### src/rtl/gene_compact_fifo.sv
// Packs surviving genes from the deletion stage into a show-ahead FIFO.
// Tracks per-genome node/connection survivor counts and genome completion.
module gene_compact_fifo #(
  parameter int GENE_SZ = 64,
  parameter int ATTR_SZ = 8,
  parameter int DEPTH   = 16,
  parameter int PTR_W   = 4
) (
  input  logic               clk,
  input  logic               rst,
  input  logic               setup,
  input  logic               state,
  input  logic [GENE_SZ-1:0] gene_in,
  input  logic               in_valid,
  input  logic               genome_end,
  output logic [GENE_SZ-1:0] gene_out,
  output logic               out_valid,
  input  logic               out_ready,
  output logic [ATTR_SZ-1:0] node_count,
  output logic [ATTR_SZ-1:0] conn_count,
  output logic               overflow,
  output logic               done
);

  localparam logic [PTR_W:0] FULL_OCC = (PTR_W+1)'(DEPTH);
  localparam logic [ATTR_SZ-1:0] CNT_MAX = '1;

  logic [GENE_SZ-1:0] mem_q [DEPTH];
  logic [PTR_W-1:0]   wr_ptr_q, wr_ptr_d;
  logic [PTR_W-1:0]   rd_ptr_q, rd_ptr_d;
  logic [PTR_W:0]     occ_q, occ_d;
  logic [ATTR_SZ-1:0] node_cnt_q, node_cnt_d;
  logic [ATTR_SZ-1:0] conn_cnt_q, conn_cnt_d;
  logic               ovf_q, ovf_d;
  logic               end_seen_q, end_seen_d;
  logic               done_q, done_d;
  logic               full, rd_en, wr_en;

  assign out_valid  = (occ_q != '0);
  assign full       = (occ_q == FULL_OCC);
  assign rd_en      = out_valid && out_ready;
  assign wr_en      = in_valid && (!full || rd_en);
  assign gene_out   = out_valid ? mem_q[rd_ptr_q] : '0;
  assign node_count = node_cnt_q;
  assign conn_count = conn_cnt_q;
  assign overflow   = ovf_q;
  assign done       = done_q;

  always_comb begin
    wr_ptr_d   = wr_ptr_q;
    rd_ptr_d   = rd_ptr_q;
    occ_d      = occ_q;
    node_cnt_d = node_cnt_q;
    conn_cnt_d = conn_cnt_q;
    ovf_d      = ovf_q;
    end_seen_d = end_seen_q || genome_end;
    if (wr_en) begin
      wr_ptr_d = wr_ptr_q + PTR_W'(1);
      if (!state && node_cnt_q != CNT_MAX)
        node_cnt_d = node_cnt_q + ATTR_SZ'(1);
      if (state && conn_cnt_q != CNT_MAX)
        conn_cnt_d = conn_cnt_q + ATTR_SZ'(1);
    end
    if (in_valid && !wr_en)
      ovf_d = 1'b1;
    if (rd_en)
      rd_ptr_d = rd_ptr_q + PTR_W'(1);
    unique case (1'b1)
      wr_en && !rd_en: occ_d = occ_q + (PTR_W+1)'(1);
      rd_en && !wr_en: occ_d = occ_q - (PTR_W+1)'(1);
      default:         occ_d = occ_q;
    endcase
    // An entry written this edge keeps done low until it drains.
    done_d = end_seen_d && (occ_d == '0);
  end

  always_ff @(posedge clk) begin
    if (wr_en)
      mem_q[wr_ptr_q] <= gene_in;
  end

  always_ff @(posedge clk) begin
    if (rst || setup) begin
      wr_ptr_q   <= '0;
      rd_ptr_q   <= '0;
      occ_q      <= '0;
      node_cnt_q <= '0;
      conn_cnt_q <= '0;
      ovf_q      <= 1'b0;
      end_seen_q <= 1'b0;
      done_q     <= 1'b0;
    end else begin
      wr_ptr_q   <= wr_ptr_d;
      rd_ptr_q   <= rd_ptr_d;
      occ_q      <= occ_d;
      node_cnt_q <= node_cnt_d;
      conn_cnt_q <= conn_cnt_d;
      ovf_q      <= ovf_d;
      end_seen_q <= end_seen_d;
      done_q     <= done_d;
    end
  end

endmodule

### config.mk
export PLATFORM = sky130hd
export DESIGN_NAME = gene_compact_fifo
export DESIGN_NICKNAME = d
export VERILOG_FILES = /design/src/rtl/gene_compact_fifo.sv
export SDC_FILE = /design/constraint.sdc
export NUM_CORES = 1
export LEC_CHECK = 0
export ABC_AREA = 1
export ABC_CLOCK_PERIOD_IN_PS = 3800
export BUFFER_PORTS_ARGS = -buffer_cell sky130_fd_sc_hd__buf_2
export CORE_UTILIZATION = 40
export CTS_CLUSTER_SIZE = 14
export DETAILED_ROUTE_END_ITERATION = 16
export SLEW_MARGIN = 10
export SYNTH_ARGS = -nofsm -noshare
export SYNTH_HDL_FRONTEND = slang
export SYNTH_SLANG_ARGS = --single-unit
### constraint.sdc
create_clock -name clk -period 3.8 [get_ports clk]
set_input_delay 0.38 -clock clk [delete_from_list [all_inputs] [get_ports clk]]
set_output_delay 0.38 -clock clk [all_outputs]
set_load 0.01 [all_outputs]
==> impl_results.md <==
* Via count at around 26,000
* Via count of the first global-routing pass at 25,490
* Starting utilization of the core area at 40.41%
* RSZ-0062 raised after global routing: no
* Post-detailed-route DRC marker count at 0
* Row count at ~120
* Status: finished clean
* Final WL at ~110 mm
* Die outline width at approximately 330 um
* Number of nets at the end of the flow at between 3,000 and 4,000
* Die Footprint at ~110,000 um^2
* Core area at a little over 100,000 um^2
* Post-synthesis cell count at approximately 3,200
* Vias per cell at roughly 5.4
* I/O pin cnt at 154
* Crit path DAT at 3090 ps
* Fill count at between 9,000 and 10,000
* Number of distinct standard cells referenced by the synthesized netlist at 27
* Root buf cell: clkbuf_16
* Max-cap check violation count at 0
* Detailed-router iteration count before antenna repair at 5
* Maximum clock frequency at between 200 and 300 MHz
* Critical path class: register to primary output
* Register-to-Register Path Depth at 7
* Static leakage at about 15 nW
* Sort of element at the start of the critical path: register
* Mapped Area at roughly 42,000 um^2
* Sinks on the clock net at roughly 1,100
* Footprint of the flip-flops and latches at about 31,000 um^2
* Top cells by area in the synthesized netlist: edfxtp_1, nor2_1, o21ai_0
* WL/cell at approximately 23 um
* Vert. Die Dim at 325.8 um
* Synth top area share at between 70 and 80%
* Final clock period utilization by the worst path at between 90% and 100%
* Proportion of layout cells with a drive suffix above 1 at ~11%
* Final worst-path setup slack at ~330 ps
* Area taken by multi-input logic gates at 9394 um^2
* DRT iter0 DRCs at between 2,000 and 3,000
* Post-Syn Nets at around 3,300
* Number of warning messages in the yosys log at 0
* Final global-route overflow total at 0
* Clock skew at ~20 ps
* Number of storage elements in the synthesis netlist at 1,060
* Max FO, Critical Path at 85
* Biggest area consumer among synthesized cells: edfxtp_1
* Final Max Slew Viols at 0
* First-pass GRT wire length at between 150 and 200 mm
* Largest net degree at the start of global routing at roughly 150
* Critical path capture point type: primary output
* Reg2Reg Setup Slack at around 1200 ps
* CTS Buf Count at around 110
* Data required time at the worst endpoint at between 3000 and 4000 ps
* Worst-Skew Late Latency at between 600 and 700 ps
* Area grow syn2layout at 13.97%
* End of the worst register-to-register path: mem_q[6][57]
* Worst rel slew slack at between 30% and 40%
* CTS H-tree depth at 3
* Gr usage total at 20.16%
* Share of synthesized area occupied by flip-flops and latches at between 70% and 80%
* Max VDD drop at between 0.0003 and 0.0004 V
* Antenna Nets Post-Route at 0
* Port Buf Inserts at approximately 150
* Setup Slack @ Placement at 945.7 ps
* CP endpoint: gene_out[16]
* Reg-to-reg critical path startpoint: occ_q[0]
* Path category of the worst min-delay check: primary input to register
* Deepest clock path buffer count at 3
* Final setup viols at 0
* Worst-margin pin slew at approximately 970 ps
* Clock-pin slew of the registers on the worst-case setup and hold paths at 60 ps
* Power per standard cell area at 511.9 nW/um^2
* Antenna violations before repair at 19
* Average cell area after synthesis at between 10 and 15 um^2
* Minimum clock period after layout at ~3500 ps
* Global placement routability congestion at around 0.72
* Fin. Hold Viols at 0
* Half-perimeter wire length after detailed placement at 52.19 mm
* Total power draw at ~24 mW
* Clock tree from TritonCTS: built
[sequential cells by signal, indices dropped and copies added, names as in the netlist, named ones only]
signal,cells
done,1
overflow,1
mem_q,1024
node_count,8
wr_ptr_q,4
rd_ptr_q,4
conn_count,8
end_seen_q,1
occ_q,5
[Yosys cell counts, drive strengths merged]
cell type	n
nand3	95
edfxtp	1024
inv	34
a31oi	1
nor2	813
xnor2	5
dfxtp	36
clkbuf	119
o221ai	8
nor3	2
a21oi	85
nand4	4
xor2	3
ha	10
o21ai	578
fa	1
buf	98
o211ai	248
nand2	60
nand3b	2
[stage by stage]
stage	TNS (ps)	util, %	instance area, um^2	std cells	hold WS, ps
after floorplan	-187820	-	41950	3226	437.8
after global placement	0	42.78	44400	4604	447.5
after detailed placement	0	42.78	44400	4604	463.8
after CTS	0	46.04	47790	4806	34.25
after global routing	0	46.05	47790	4807	55.70
final	0	46.05	47800	4809	66.16
[placed cells by master, fill, tap and decap left out, drive strengths merged, types with 3 or more instances in the layout]
cell    netlist  final
xor2          3      3
edfxtp     1024   1024
nor2        813    813
a21oi        85     85
inv          34     37
clkinv        0     48
nand2        60     60
buf          98    215
nand3        95     95
clkbuf      119    140
o221ai        8      8
ha           10     10
o21ai       578    578
xnor2         5      5
dfxtp        36     36
diode         0      3
bufinv        0      8
nand4         4      4
o211ai      248    248
[logic make-up (layout without fill, tap and decap cells)]
| logic type | after synthesis | in the layout | synth area share (%) |
|---|---|---|---|
| flops | 1060 | 1060 | 75.04 |
| simple gates | 976 | 976 | 9.067 |
| compound gates | 920 | 920 | 12.53 |
| buf+inv | 251 | 451 | 2.849 |
| fa+ha+maj | 11 | 11 | 0.3461 |
| xor+xnor | 8 | 8 | 0.1671 |
| other cells | 0 | 3 | 0 |
[worst min path at each step]
stage / cells past startpoint / end / startpoint / slack (ps)
6_report: 1 / mem_q[15][25] / gene_in[25] / 70
5_1_grt: 1 / mem_q[5][34] / gene_in[34] / 60
4_1_cts: 1 / mem_q[11][18] / gene_in[18] / 30
3_5_place_dp: 2 / overflow / overflow / 460
3_3_place_gp: 2 / overflow / overflow / 450
2_1_floorplan: 2 / end_seen_q / end_seen_q / 440
[timing repair]
item	in CTS	in global routing
hold buffers	2	0
endpoints found under the setup margin	0	1
setup buffers	0	0
resized for setup	0	1
endpoints found under the hold margin	2	0
[critical path, stage by stage, from the launching register on]
cell and delay, ps:
dfxtp_4 430, inv_6 590, o21ai_0 190, o221ai_1 220, nand3_1 110, a21oi_1 590
buf_2 250
[routing by layer]
layer / GRT usage [%] / share of wire, %
met5: 0 / 0.086
met4: 5.858 / 2.3
met3: 3.434 / 5.7
met2: 33.94 / 49
met1: 26.79 / 43
[area by class of cell]
cell class                      instances  area share [%]
Sequential cell                      1060           65.87
Multi-Input combinational cell       1915           19.65
Clock buffer                          140           5.994
Tap cell                             1380           3.612
Timing Repair Buffer                  217           3.489
Clock inverter                         60           1.058
Inverter                               34          0.3089
Antenna cell                            3         0.01571
[power by group]
group / leakage, nW / switching, mW / internal [mW] / total (mW)
Clock: 1.64 / 4.39 / 5.84 / 10.2
Sequential: 9.54 / 0.0291 / 12.9 / 12.9
Combinational: 4.27 / 0.949 / 0.365 / 1.31
Total: 15.5 / 5.37 / 19.1 / 24.5
Note: power is estimated with default switching activity, not from simulation.
